## src/rtl/seq_mag_comparator.sv

```systemverilog
// Multi-cycle magnitude/equality comparator: compares WIDTH-bit operands CHUNK bits per cycle, MSB chunk first.
// Optional macro COMP_EARLY_EXIT_EN: finish as soon as the first differing chunk is found.
module seq_mag_comparator #(
    parameter int WIDTH = 32,
    parameter int CHUNK = 8
) (
    input  logic             clk,
    input  logic             rst,
    input  logic             in_valid,
    output logic             in_ready,
    input  logic [WIDTH-1:0] a,
    input  logic [WIDTH-1:0] b,
    input  logic [2:0]       mode,
    input  logic             is_signed,
    output logic             out_valid,
    input  logic             out_ready,
    output logic             res,
    output logic             eq,
    output logic             lt,
    output logic             gt,
    output logic [1:0]       dbg_state
);
    localparam int NCHUNK = WIDTH / CHUNK;
    localparam int IDXW = (NCHUNK > 1) ? $clog2(NCHUNK) : 1;
    localparam logic [IDXW-1:0] IDX_TOP = IDXW'(NCHUNK - 1);

    // Handshake: a transfer happens on a rising edge where valid && ready are both high.
    typedef enum logic [1:0] {
        S_IDLE = 2'd0,
        S_RUN  = 2'd1,
        S_DONE = 2'd2
    } state_e;

    state_e           state_q, state_d;
    logic             started_q;
    logic [WIDTH-1:0] a_q, b_q;
    logic [2:0]       mode_q;
    logic             signed_q;
    logic [IDXW-1:0]  idx_q;
    logic             decided_q, lt_q, gt_q;
    logic             res_q, eq_out_q, lt_out_q, gt_out_q;

    logic             accept;
    logic             run_exit;
    logic             chunk_diff;
    logic             decided_d, lt_d, gt_d, res_d;
    logic [CHUNK-1:0] ca, cb;

    // Operands shift left each RUN cycle, so the chunk under test is always the top CHUNK bits.
    always_comb begin
        ca = a_q[WIDTH-1 -: CHUNK];
        cb = b_q[WIDTH-1 -: CHUNK];
        if (signed_q && (idx_q == IDX_TOP)) begin
            ca[CHUNK-1] = ~ca[CHUNK-1];
            cb[CHUNK-1] = ~cb[CHUNK-1];
        end
        chunk_diff = (ca != cb);
        decided_d  = decided_q;
        lt_d       = lt_q;
        gt_d       = gt_q;
        if (!decided_q && chunk_diff) begin
            decided_d = 1'b1;
            lt_d      = (ca < cb);
            gt_d      = (ca > cb);
        end
        run_exit = (idx_q == '0);
`ifdef COMP_EARLY_EXIT_EN
        if (!decided_q && chunk_diff) begin
            run_exit = 1'b1;
        end
`endif
        case (mode_q)
            3'd0:    res_d = !decided_d;
            3'd1:    res_d = decided_d;
            3'd2:    res_d = lt_d;
            3'd3:    res_d = lt_d | !decided_d;
            3'd4:    res_d = gt_d;
            3'd5:    res_d = gt_d | !decided_d;
            default: res_d = 1'b0;
        endcase
    end

    always_ff @(posedge clk or posedge rst) begin
        if (rst) begin
            state_q <= S_IDLE;
        end else begin
            state_q <= state_d;
        end
    end

    always_comb begin
        state_d = state_q;
        case (state_q)
            S_IDLE:  if (accept) state_d = S_RUN;
            S_RUN:   if (run_exit) state_d = S_DONE;
            S_DONE:  if (out_ready) state_d = S_IDLE;
            default: state_d = S_IDLE;
        endcase
    end

    always_comb begin
        in_ready  = (state_q == S_IDLE) && started_q;
        out_valid = (state_q == S_DONE);
        accept    = in_ready && in_valid;
        dbg_state = state_q;
    end

    always_ff @(posedge clk or posedge rst) begin
        if (rst) begin
            started_q <= 1'b0;
            a_q       <= '0;
            b_q       <= '0;
            mode_q    <= '0;
            signed_q  <= 1'b0;
            idx_q     <= '0;
            decided_q <= 1'b0;
            lt_q      <= 1'b0;
            gt_q      <= 1'b0;
            res_q     <= 1'b0;
            eq_out_q  <= 1'b0;
            lt_out_q  <= 1'b0;
            gt_out_q  <= 1'b0;
        end else begin
            started_q <= 1'b1;
            if (accept) begin
                a_q       <= a;
                b_q       <= b;
                mode_q    <= mode;
                signed_q  <= is_signed;
                idx_q     <= IDX_TOP;
                decided_q <= 1'b0;
                lt_q      <= 1'b0;
                gt_q      <= 1'b0;
            end else if (state_q == S_RUN) begin
                a_q       <= a_q << CHUNK;
                b_q       <= b_q << CHUNK;
                decided_q <= decided_d;
                lt_q      <= lt_d;
                gt_q      <= gt_d;
                if (run_exit) begin
                    res_q    <= res_d;
                    eq_out_q <= !decided_d;
                    lt_out_q <= lt_d;
                    gt_out_q <= gt_d;
                end else begin
                    idx_q <= idx_q - 1'b1;
                end
            end
        end
    end

    assign res = res_q;
    assign eq  = eq_out_q;
    assign lt  = lt_out_q;
    assign gt  = gt_out_q;

endmodule
```

## config.mk

```make
export PLATFORM = sky130hd
export DESIGN_NAME = seq_mag_comparator
export DESIGN_NICKNAME = d
export VERILOG_FILES = /design/src/rtl/seq_mag_comparator.sv
export SDC_FILE = /design/constraint.sdc
export NUM_CORES = 1
export LEC_CHECK = 0
export CORE_MARGIN = 10
export CORE_UTILIZATION = 40
export CTS_BUF_LIST = sky130_fd_sc_hd__clkbuf_4 sky130_fd_sc_hd__clkbuf_8 sky130_fd_sc_hd__clkbuf_16
export DETAILED_ROUTE_END_ITERATION = 6
export MAX_ROUTING_LAYER = met4
export PLACE_DENSITY_LB_ADDON = 0.15
export SYNTH_ARGS = -nofsm -noshare
export SYNTH_HDL_FRONTEND = slang
export SYNTH_SLANG_ARGS = --single-unit
```

## constraint.sdc

```tcl
create_clock -name clk -period 6.36 [get_ports clk]
set_input_delay 1.272 -clock clk [delete_from_list [all_inputs] [get_ports clk]]
set_output_delay 1.272 -clock clk [all_outputs]
set_load 0.1 [all_outputs]
```

* Word level (Yosys, flattened, before mapping) *
Index checks and enable logic that the tools add are counted.

storage, ports and cells
  register bits = 80
  bits of input ports = 72
  output and inout bits = 8
  word-level logic and storage cells = 71

operators by class
  add/subtract/negate cells = 1
  $lt $le $gt $ge = 2
  equality and inequality tests = 13
  mux-type cells = 23
  bitwise logic cells = 5
  reduce and logical (&&, ||, !) cells = 13

operators with widths
  operator               count
  $mux W32               4
  $mux W2                6
  $mux W1                11
  $gt A8 B8 Y1           1
  $lt A8 B8 Y1           1
  $ne A8 B8 Y1           1
  $eq A3 B2 Y1 const B   2
  $eq A3 B3 Y1 const B   2
  $ne A2 B2 Y1 const B   3
  $pmux W1 S6            1
  $pmux W2 S3            1
  $reduce_and A3 Y1      2
  $eq A2 B2 Y1 const B   2
  $logic_and A1 B1 Y1    4
  $logic_not A2 Y1       2
  $eq A3 B1 Y1 const B   1
  $logic_not A3 Y1       1
  $not A1 Y1             3
  $eq A2 B1 Y1 const B   1
  $logic_not A1 Y1       2
  $ne A2 B1 Y1 const B   1
  $or A1 B1 Y1           2
  $reduce_and A2 Y1      1
  $reduce_bool A2 Y1     1
  $sub A2 B1 Y2 const B  1

* Depth between registers and ports, before layout *
  depth after elaboration = 9
  depth in mapped cells = 7
  depth with buffers taken out = 7

* Worst setup path before layout *
Ideal clock, no wire load.

  kind = register -> output
  from = reg state_q[1] (netlist: dbg_state[1])
  to = out in_ready
  data arrival time = 2.172 ns
  required time = 5.088 ns
  setup slack = 2.916 ns
  cell stages (with the launch flop) = 2
  buffers on the path = 0
  cells stage by stage = dfrtp_1 -> nor3b_2

between the ends
  longest elaborated chain between the ends = 2

RTL lines
  element                 RTL line  text
  start, declared         34        state_e state_q, state_d;
  start signal, assigned  87        state_q <= state_d;
  $logic_not A2 Y1        102       in_ready = (state_q == S_IDLE) && started_q;
  $logic_and A1 B1 Y1     102
  end, declared           10        output logic in_ready,

No other way between the ends.

* Worst setup path after layout *
Same ends and word-level chain as after synthesis.

==> flow_summary.json <==
{
  "powerDensity_mw_per_mm2": 476,
  "min_to": "signed_q",
  "routed_wl_um": 9270,
  "yosys.cell_types.count": 44,
  "grt_most_used_layer": "met2",
  "fin_crit_ns": 3.66,
  "synth-edff-count": 0,
  "cts.htree.levels": 3,
  "yosysTopAreaCell": "dfrtp_1",
  "fin_nets": 560,
  "required_ns": 5.09,
  "final-max-slew-violation-count": 0,
  "grt_usage_pct": 14.4,
  "syn_area_mm2": 0.00370,
  "ys_seq_elements": 80,
  "start_util_pct": 40.7,
  "io_pins": 80,
  "antenna_cells": 0,
  "grt_first_pass_wirelength_um": 15300,
  "cts_tree": "yes",
  "met2_usage_pct": 22.0,
  "ys.flop_type": "dfrtp_1",
  "synth_area_leaders": "dfrtp_1, nand2_1, a31oi_1",
  "clk_pin_slew_ns": 0.08,
  "vias": 3063,
  "cts.repair.resized": 0,
  "tns_ns": 0,
  "synth_commonest_cells": "nand2_1, dfrtp_1, nor2_1",
  "timing.rr.end": "lt_q",
  "grt_start_max_net_pins": 81,
  "gp_congestion": 0.822,
  "portBuffers": 79,
  "synthesis.nets": 494,
  "drv_cap": 0,
  "rsz0062_at_grt": "no",
  "dieArea_mm2": 0.0135,
  "ys_warn_count": 0,
  "cts_hold_buffers": 0,
  "drc": 0,
  "r2r-start": "dbg_state[1]",
  "hpwl_um": 6440,
  "finalHoldViolCount": 0,
  "arrival_ns": 2.39,
  "root_buffer": "clkbuf_8",
  "core_mm2": 0.00911,
  "tightest_slew_ns": 1.01,
  "async_reset_ff_share_pct": 100,
  "cts_setup_buffers": 0,
  "yosysMostFrequentCell": "nand2_1",
  "cellLeakagePower_nw": 2.19,
  "hp-start": "signed_q",
  "fmax_ghz": 0.273,
  "grt_remaining_overflow": 0,
  "post_drt_wl_per_cell_um": 15.6,
  "use_met1_pct": 19.0,
  "cp-end-kind": "output pin",
  "vias_per_cell": 5.15,
  "yosysSeqAreaShare_pct": 54.0,
  "crit_type": "register to output pin",
  "cp_max_fo": 5,
  "reg2reg_depth": 5,
  "yosysTopAreaCellShare_pct": 54.0,
  "outcome": "completed",
  "firstDrtPassIters": 4,
  "fin_crit_sh_pct": 57.5,
  "core.rowCount": 35,
  "hp-class": "register to register",
  "slew_headroom_pct": 32.8,
  "area_growth_pct": 28.5,
  "finalNonFillerCells": 595,
  "skew_ns": 0.0100,
  "dp_cells": 579,
  "vdd_drop_max_uv": 250,
  "antenna_found_initial": 0,
  "drive_gt1_share_pct": 6.82,
  "hold_path_depth": 2,
  "clock_latency_ns": 0.34,
  "ant_nets": 0,
  "clockBufferDepth": 2,
  "cts-buffers-inserted": 9,
  "avgSynthCellArea_um2": 8.97,
  "cts.sinks": 80,
  "setup_viol": 0,
  "ff2ff_setup_slack_ns": 3.59,
  "first_global_vias": 3111,
  "synthCells": 413,
  "die_w_um": 116,
  "dieHeight_um": 116,
  "worstSetupStartpointType": "register",
  "use_met3_pct": 2.67,
  "drtIter0Drc": 228
}
flip-flops by register name, summed over array words and instances, names as in the netlist:
signal,cells
eq,1
dbg_state,2
gt,1
idx_q,2
res,1
started_q,1
gt_q,1
lt_q,1
a_q,32
b_q,32
mode_q,3
signed_q,1
lt,1
decided_q,1
per-layer routing:
layer,vias up,routed length (um)
li1,1537,-
met1,1461,4490
met2,58,4380
met3,7,312
met4,0,82
met5,-,0
kinds of logic (layout without fill, tap and decap cells):
family	Yosys count	after routing	synth area share, %
fa+ha+maj	9	9	3.04
flops	80	80	54.0
other cells	1	1	0.101
compound gates	75	75	14.8
xor+xnor	2	2	0.473
buf+inv	41	112	4.49
simple gates	205	205	23.1
how the worst max path moves through the flow:
| stage | start | end | slack, ns |
|---|---|---|---|
| 6_report | dbg_state[1] | in_ready | 2.70 |
| 5_1_grt | dbg_state[1] | in_ready | 2.62 |
| 4_1_cts | dbg_state[1] | in_ready | 2.66 |
| 3_5_place_dp | in_valid | lt_q | 2.73 |
| 3_3_place_gp | in_valid | lt_q | 2.79 |
| 2_1_floorplan | dbg_state[1] | in_ready | 2.92 |
per-stage QoR:
| stage | total power, mW | utilization [%] | setup WS (ns) | hold slack (ns) | cell area (um2) |
|---|---|---|---|---|---|
| floorplan | 1.64 | - | 2.92 | 0.446 | 3700 |
| CTS | 2.28 | 52.3 | 2.66 | 0.486 | 4760 |
| detailed placement | 1.90 | 50.0 | 2.73 | 0.466 | 4560 |
| finish | 2.27 | 52.3 | 2.70 | 0.482 | 4760 |
| global route | 2.45 | 52.3 | 2.62 | 0.522 | 4760 |
| global placement | 1.87 | 50.0 | 2.79 | 0.461 | 4560 |
cells in the final DEF, fill, tap and decap left out, types with 2 or more instances in the layout:
cell type        synthesis  layout
nand2_1                129     128
dfrtp_1                 80      80
clkdlybuf4s50_1          0      79
nor2_1                  35      35
a31oi_1                 29      29
nand3_1                 18      18
inv_1                   14      13
a22oi_1                 12      12
clkbuf_8                 0      10
nor3_1                   9       9
ha_1                     9       9
a221o_1                  7       7
o21ai_0                  5       5
a21oi_1                  3       3
o31ai_1                  3       3
clkinv_2                 0       3
buf_4                    0       3
nand2_2                  1       2
nand2b_1                 3       2
o211ai_1                 2       2
a21o_2                   2       2
final cells by class:
type                            count  area (um2)
Fill cell                         876        4350
Sequential cell                    80        2000
Multi-Input combinational cell    292        1550
Timing Repair Buffer               82         813
Clock buffer                       11         145
Tap cell                          111         139
Clock inverter                      5        56.3
Inverter                           14        53.8
critical path, stage by stage (launching register included):
cell and delay, ns:
dfrtp_1 0.45, nor3b_2 0.38, clkdlybuf4s50_1 1.21
report_power, final:
group	internal, mW	total (mW)	switching (mW)	leakage [nW]
registers	0.740	0.883	0.143	1.01
logic	0.367	1.01	0.639	1.08
clock network	0.196	0.377	0.181	0.103
Power figures use the tool's default switching activity.
